<file path="config.mk">
export PLATFORM = sky130hd
export DESIGN_NAME = rv_target_bfm_core
export DESIGN_NICKNAME = d
export VERILOG_FILES = /design/src/rtl/rv_target_pkg.sv /design/src/rtl/rv_target_fifo.sv /design/src/rtl/rv_target_bfm_core.sv
export SDC_FILE = /design/constraint.sdc
export NUM_CORES = 1
export LEC_CHECK = 0
export CAP_MARGIN = 25
export CORE_ASPECT_RATIO = 1.4
export CORE_UTILIZATION = 58
export DETAILED_ROUTE_END_ITERATION = 10
export PLACE_DENSITY = 0.89
export SLEW_MARGIN = 5
export SYNTH_ARGS = -nofsm -noshare
export SYNTH_HDL_FRONTEND = slang
export SYNTH_SLANG_ARGS = --single-unit
</file>
<file path="constraint.sdc">
create_clock -name clock -period 6.5 [get_ports clock]
set_clock_uncertainty 0.15 [all_clocks]
set_input_delay 1.3 -clock clock [delete_from_list [all_inputs] [get_ports clock]]
set_output_delay 1.3 -clock clock [all_outputs]
set_load 0.05 [all_outputs]
</file>
<file path="src/rtl/rv_target_pkg.sv">
// Shared types and constants for the ready/valid target BFM core.
package rv_target_pkg;

  typedef enum logic [1:0] {
    RV_RDY_ALWAYS = 2'd0,
    RV_RDY_GAP    = 2'd1,
    RV_RDY_HOLD   = 2'd2,
    RV_RDY_TOGGLE = 2'd3
  } rv_rdy_mode_e;

  localparam int RV_TARGET_STAT_W = 32;

endpackage

</file>
<file path="src/rtl/rv_target_fifo.sv">
// Small synchronous FIFO; occupancy counter is the single source of full/empty.
module rv_target_fifo #(
  parameter int WIDTH = 32,
  parameter int DEPTH = 4
) (
  input  logic                     clock,
  input  logic                     reset,
  input  logic                     push,
  input  logic                     pop,
  input  logic [WIDTH-1:0]         wdat,
  output logic [WIDTH-1:0]         rdat,
  output logic [$clog2(DEPTH):0]   count,
  output logic                     full,
  output logic                     empty
);

  localparam int AW = $clog2(DEPTH);
  localparam int CW = AW + 1;

  logic [WIDTH-1:0] mem_q [DEPTH];
  logic [AW-1:0]    wptr_q, rptr_q;
  logic [CW-1:0]    count_q, count_d;
  logic             do_push, do_pop;

  assign full    = (count_q == CW'(DEPTH));
  assign empty   = (count_q == '0);
  assign do_push = push & ~full;
  assign do_pop  = pop & ~empty;
  assign rdat    = mem_q[rptr_q];
  assign count   = count_q;

  always_comb begin
    count_d = count_q;
    case ({do_push, do_pop})
      2'b10:   count_d = count_q + CW'(1);
      2'b01:   count_d = count_q - CW'(1);
      default: count_d = count_q;
    endcase
  end

  // Storage carries no reset; contents are only observable while count is non-zero.
  always_ff @(posedge clock) begin
    if (do_push) mem_q[wptr_q] <= wdat;
  end

  always_ff @(posedge clock) begin
    if (reset) begin
      wptr_q  <= '0;
      rptr_q  <= '0;
      count_q <= '0;
    end else begin
      if (do_push) wptr_q <= wptr_q + AW'(1);
      if (do_pop)  rptr_q <= rptr_q + AW'(1);
      count_q <= count_d;
    end
  end

endmodule

</file>
<file path="src/rtl/rv_target_bfm_core.sv">
// Ready/valid target BFM core: policy-driven t_ready, FIFO buffering, valid/ack pop side.
// Optional RV_TARGET_STATS_EN adds saturating accepted-beat and stall counters.
module rv_target_bfm_core
  import rv_target_pkg::*;
#(
  parameter int WIDTH = 32,
  parameter int DEPTH = 4,
  parameter int GAP_W = 8
) (
  input  logic                         clock,
  input  logic                         reset,
  input  logic [WIDTH-1:0]             t_dat,
  input  logic                         t_valid,
  output logic                         t_ready,
  output logic [WIDTH-1:0]             o_dat,
  output logic                         o_valid,
  input  logic                         o_ack,
  input  logic [1:0]                   cfg_mode,
  input  logic [GAP_W-1:0]             cfg_gap,
  output logic [$clog2(DEPTH):0]       o_count
`ifdef RV_TARGET_STATS_EN
  ,
  output logic [RV_TARGET_STAT_W-1:0]  o_beats,
  output logic [RV_TARGET_STAT_W-1:0]  o_stalls
`endif
);

  rv_rdy_mode_e     mode_q, mode_d;
  logic [GAP_W-1:0] gap_q, gap_d;
  logic             tog_q;
  logic             allow, accept, full, empty;

  // Mode resets to HOLD so t_ready is low on the first cycle after reset in every policy.
  always_comb begin
    allow = 1'b0;
    case (mode_q)
      RV_RDY_ALWAYS: allow = 1'b1;
      RV_RDY_GAP:    allow = (gap_q == '0);
      RV_RDY_HOLD:   allow = 1'b0;
      RV_RDY_TOGGLE: allow = tog_q;
      default:       allow = 1'b0;
    endcase
  end

  assign t_ready = ~full & allow;
  assign accept  = t_valid & t_ready;
  assign o_valid = ~empty;
  assign mode_d  = rv_rdy_mode_e'(cfg_mode);

  always_comb begin
    gap_d = gap_q;
    if (mode_d != RV_RDY_GAP)  gap_d = '0;
    else if (accept)           gap_d = cfg_gap;
    else if (gap_q != '0)      gap_d = gap_q - GAP_W'(1);
  end

  always_ff @(posedge clock) begin
    if (reset) begin
      mode_q <= RV_RDY_HOLD;
      gap_q  <= '0;
      tog_q  <= 1'b0;
    end else begin
      mode_q <= mode_d;
      gap_q  <= gap_d;
      tog_q  <= ~tog_q;
    end
  end

  rv_target_fifo #(
    .WIDTH (WIDTH),
    .DEPTH (DEPTH)
  ) u_fifo (
    .clock (clock),
    .reset (reset),
    .push  (accept),
    .pop   (o_ack),
    .wdat  (t_dat),
    .rdat  (o_dat),
    .count (o_count),
    .full  (full),
    .empty (empty)
  );

`ifdef RV_TARGET_STATS_EN
  logic [RV_TARGET_STAT_W-1:0] beats_q, stalls_q;

  always_ff @(posedge clock) begin
    if (reset) begin
      beats_q  <= '0;
      stalls_q <= '0;
    end else begin
      if (accept && beats_q != '1)                  beats_q  <= beats_q + RV_TARGET_STAT_W'(1);
      if (t_valid && !t_ready && stalls_q != '1)    stalls_q <= stalls_q + RV_TARGET_STAT_W'(1);
    end
  end

  assign o_beats  = beats_q;
  assign o_stalls = stalls_q;
`endif

endmodule

</file>
# ---- Word-level counts from Yosys, hierarchy flattened
# Memories as Yosys holds them, arrays and structs flattened. A register that Yosys moved wholly into a read port is not among the register bits.
# Cells that the tools add are included.
dict set report op_classes {
  addsub 5
  n_eq_ne 7
  mux 8
  bitwise_logic 7
  reduce_logical 7
}
# operator count
set op_table {}
lappend op_table {{$mux 8} 2}
lappend op_table {{$logic_not 8->1} 1}
lappend op_table {{$reduce_bool 8->1} 1}
lappend op_table {{$sub 8x1->8 const B} 1}
lappend op_table {{$eq 2x2->1 const B} 3}
lappend op_table {{$pmux 3 s2} 1}
lappend op_table {{$add 2x1->2 const B} 2}
lappend op_table {{$and 1x1->1} 4}
lappend op_table {{$eq 2x1->1 const B} 2}
lappend op_table {{$mux 2} 2}
lappend op_table {{$pmux 1 s4} 1}
lappend op_table {{$reduce_bool 2->1} 2}
lappend op_table {{$add 3x1->3 const B} 1}
lappend op_table {{$eq 3x3->1 const B} 1}
lappend op_table {{$logic_not 3->1} 1}
lappend op_table {{$not 1->1} 3}
lappend op_table {{$sub 3x1->3 const B} 1}
lappend op_table {{$logic_not 2->1} 1}
lappend op_table {{$mux 1} 2}
lappend op_table {{$ne 2x1->1 const B} 1}
lappend op_table {{$reduce_or 2->1} 1}
dict set report totals {
  ff_bits 18
  ram_bits 128
  out_inout_bits 37
  wordCells 41
  mem_count 1
}
# name words word_bits rd rd_clocked_by_memory_dff write_ports line
set memory_table {}
lappend memory_table {u_fifo.mem_q 4 32 1 1 1 rv_target_fifo.sv:20} ;# logic [WIDTH-1:0] mem_q [DEPTH];

# ---- Logic depth before layout (Yosys ltp)
dict set report logic_depth {
  depth_word 7
  depth_mapped 12
}

# ---- By module
# Synthesis repeated with hierarchy kept, for this count alone.
dict set report hier_totals {
  cells_unflattened 294
  hier_area_um2 5820.6
}
# mod n_inst cells_each area_per_inst_um2 seq_area_each_um2
set by_module_without_submodules {}
lappend by_module_without_submodules {rv_target_fifo 1 221 5143.7 4023.9}
lappend by_module_without_submodules {rv_target_bfm_core 1 73 676.9 220.2}

# ---- Least setup slack after synthesis
# Ideal clock, no wire load.
dict set report synth_timing {
  kind {flip-flop to output port}
  startpoint {reg gap_q[0]}
  endpoint {out t_ready}
  t_arrival_ns 2.428
  slack_ns 2.622
  stages_incl_launch_ff 7
  path_buffers 1
  path_cell_list {dfxtp_1 inv_1 ha_1 nor3b_2 a21boi_1 clkbuf_1 a221oi_1}
}
dict set report synth_via {
  elab_chain_cells 3
}
# item line
set synth_rtl {}
lappend synth_rtl {{from (decl)} rv_target_bfm_core.sv:29} ;# logic [GAP_W-1:0] gap_q, gap_d;
lappend synth_rtl {{from (signal assigned)} rv_target_bfm_core.sv:64} ;# gap_q <= gap_d;
lappend synth_rtl {{$logic_not 8->1} rv_target_bfm_core.sv:38} ;# RV_RDY_GAP: allow = (gap_q == '0);
lappend synth_rtl {{$pmux 1 s4} rv_target_bfm_core.sv:36} ;# case (mode_q)
lappend synth_rtl {{$and 1x1->1} rv_target_bfm_core.sv:45} ;# assign t_ready = ~full & allow;
lappend synth_rtl {{to (decl)} rv_target_bfm_core.sv:14} ;# output logic t_ready,
# Every way passes these cells.

# ---- Worst setup path in the final report
# Same ends and word-level chain as after synthesis.

==> results.yml <==
synthesis:
  synth_seq_cells: 148
  synth_area_sq_um: 5730
  synth_top_area_share_pct: 67.1
  synth_most_common_cell: "edfxtp_1"
  ys.flop_type: "edfxtp_1"
  yosys_warnings: 0
  syn_inst: 296
  synth_top_cells_by_count: "edfxtp_1, mux4_2, dfxtp_1"
  yosysUniqueCellTypes: 43
  synthArstFlopShare_pct: 0
  avgSynthCellArea_sq_um: 19.3
  ys_seq_area_share_pct: 74.1
  synth_top_cells_by_area: "edfxtp_1, mux4_2, dfxtp_1, ha_1, a21oi_1"
  synth_nets: 350
  yosys.area.top_type: "edfxtp_1"
  synth_edf_count: 128
setup_path:
  crit_fanout: 12
  cp_cell_sequence: "inv_1, ha_1, nor3b_2, a21boi_1, a221oi_1, clkdlybuf4s50_1"
  cp_top_family: "buffers and inverters"
  cp_slowest_cell: "a21boi_1"
  cp_slowest_stage_delay_ns: 0.75
  critPathCaptureType: "primary output"
  cp.required_ns: 5.05
  crit_arrival_ns: 3.04
  crit_type: "flop to primary output"
  critPathLaunchType: "flop"
  worst-path-buf-inv: 2
floorplan:
  die_w_um: 86.0
  ios: 83
  rows: 42
  die_y_um: 120
  fp.coreArea_sq_um: 9510
  start_util_pct: 60.2
  die_area_sq_um: 10300
timing:
  finalCriticalPeriod_ns: 4.49
  fmaxAchievable_mhz: 223
  final.setup.tns_ns: 0
  whs_ns: 0.277
  hold_viol_final: 0
  slew_violations: 0
  relSlewSlack_pct: 38.4
  rsz0062_at_grt: "false"
  tightest_slew_ns: 0.922
  setup_viol: 0
  timing.final.crit_share_pct: 69.0
clock_network:
  clk_pin_slew_ns: 0.06
  cts.htree.levels: 4
  post_cts_resized: 0
  cts_root_buffer: "clkbuf_16"
  postCtsHoldBufs: 0
  cts_setup_buffers: 0
  tritoncts: "done"
  clock_latency_ns: 0.42
  cts.sinks: 148
  clock_path_buffers: 2
  numCtsBuffers: 17
route:
  postRouteAntennaNets: 0
  vias: 3041
  drcViolationCount: 0
  wirelength_um: 10900
  drt_iter0_drc: 165
  avgRoutedWirePerCell_um: 20.5
  viasPerCell: 5.72
  dr.pass1.iters: 4
pwr:
  power_density_nw_per_um2: 384
  combinationalPowerShare_pct: 24.5
  peakVddDrop_v: 0.000216
  p_int_uw: 1990
  p_sw_share_pct: 29.2
  p_switching_uw: 818
  pwr-share-seq_pct: 39.5
  power_uw: 2800
  leakage_uw: 0.00239
  p_clk_share_pct: 36.0
grt:
  grt_start_max_net_pins: 33
  grt_usage_pct: 22.9
  antenna_found_initial: 0
  gr-total-overflow: 0
  grt_pass1_wl_um: 16600
  grt_pass1_vias: 3140
final_layout:
  final_layout_size_suffix_gt1_share_pct: 19.3
  n_fill_cell: 514
  antennaDiodeCount: 0
  fin_util_pct: 76.7
  seq_area_sq_um: 4250
  nets: 441
  area_delta_synth_final_pct: 27.3
  multi_input_area_sq_um: 1390
hold_path:
  min-delay-path-class: "flop to flop"
placement:
  dp_hpwl_um: 6560
  place.gp.congestion: 0.762
  portBuffers: 82
run_status:
  status: "finished clean"
run:
  cap_violations: 0
## layer usage
layer  global-route usage [%]  part of all wire (%)  vias to the layer above
li1                         -                     -                     1374
met1                     27.1                    39                     1559
met2                     39.7                    56                       94
met3                     5.64                   3.6                       14
met4                     9.38                   1.7                        0
met5                        0                     0                        -
## flip-flops by register name, summed over array words and instances (netlist names), named ones only
signal and flops:
gap_q 8, u_fifo.rptr_q 2, u_fifo.count 3, mode_q 2, u_fifo.wptr_q 2, u_fifo.mem_q 128, tog_q 1
## worst paths after layout
kind	from	end	slack, ns	cells after the start
setup / recovery	gap_q[0]	t_ready	2.01	6
hold reg to reg	tog_q	tog_q	0.28	1
hold / removal	tog_q	tog_q	0.28	1
setup reg to reg	gap_q[0]	u_fifo.count[2]	2.87	12
## cell families (layout without fill, tap and decap cells)
| kind of cell | count (synthesis) | count (layout) | synth area share [%] |
|---|---|---|---|
| flops | 148 | 148 | 74.1 |
| simple gates | 45 | 45 | 4.76 |
| mux | 34 | 34 | 12.9 |
| compound gates | 31 | 31 | 3.58 |
| buf+inv | 23 | 127 | 1.66 |
| fa+ha+maj | 8 | 8 | 1.88 |
| xor+xnor | 7 | 7 | 1.07 |
## power groups by stage
stage | clock [uW] | sequential, uW | combinational (uW)
2_1_floorplan | 0 | 1120 | 478
3_3_place_gp | 0 | 1120 | 671
3_5_place_dp | 0 | 1130 | 683
4_1_cts | 1020 | 1110 | 690
5_1_grt | 1060 | 1110 | 715
6_report | 1010 | 1110 | 686
## placed cells by master, fill, tap and decap left out, types with 2 or more instances in the layout
master,n
xnor2_1,2
edfxtp_1,128
inv_6,2
clkbuf_16,17
o21ai_1,3
clkdlybuf4s50_1,82
nand3_1,8
nand2_1,5
clkinv_2,5
clkinv_1,2
nor4_4,2
nor2_1,13
a221oi_1,2
bufinv_16,4
mux4_2,32
and3_2,4
o211ai_1,3
dfxtp_1,18
nor2b_1,2
mux2i_1,2
a21oi_1,11
o21ai_0,2
ha_1,7
dfxtp_2,2
xor2_1,5
or3_1,2
inv_1,10
clkinv_4,2
nor3_1,3
## layout make-up
class	instances	area share, %
Tap cell	132	2.26
Sequential cell	148	58.2
Inverter	11	0.566
Clock inverter	14	2.52
Timing Repair Buffer	84	11.4
Clock buffer	18	5.89
Multi-Input combinational cell	125	19.1
## worst register-to-register path, cell delays in order (launching register included)
cell and delay (ns):
dfxtp_1 0.42, inv_1 0.12, ha_1 0.25, nor3b_2 0.21, a21boi_1 0.75, nor2_1 0.17, inv_1 0.17, ha_1 0.22
inv_1 0.06, fa_1 0.39, xor2_1 0.17, or3_1 0.32, a21oi_1 0.14
## per-stage QoR
stage / cell area (sq um) / setup slack [ns] / std cells
finish: 7290 / 2.01 / 532
global route: 7290 / 1.84 / 532
floorplan: 5730 / 2.62 / 296
CTS: 7290 / 2.01 / 531
detailed placement: 6670 / 2.22 / 499
global placement: 6670 / 2.35 / 499
No activity file was read; power rests on OpenSTA's default activity.
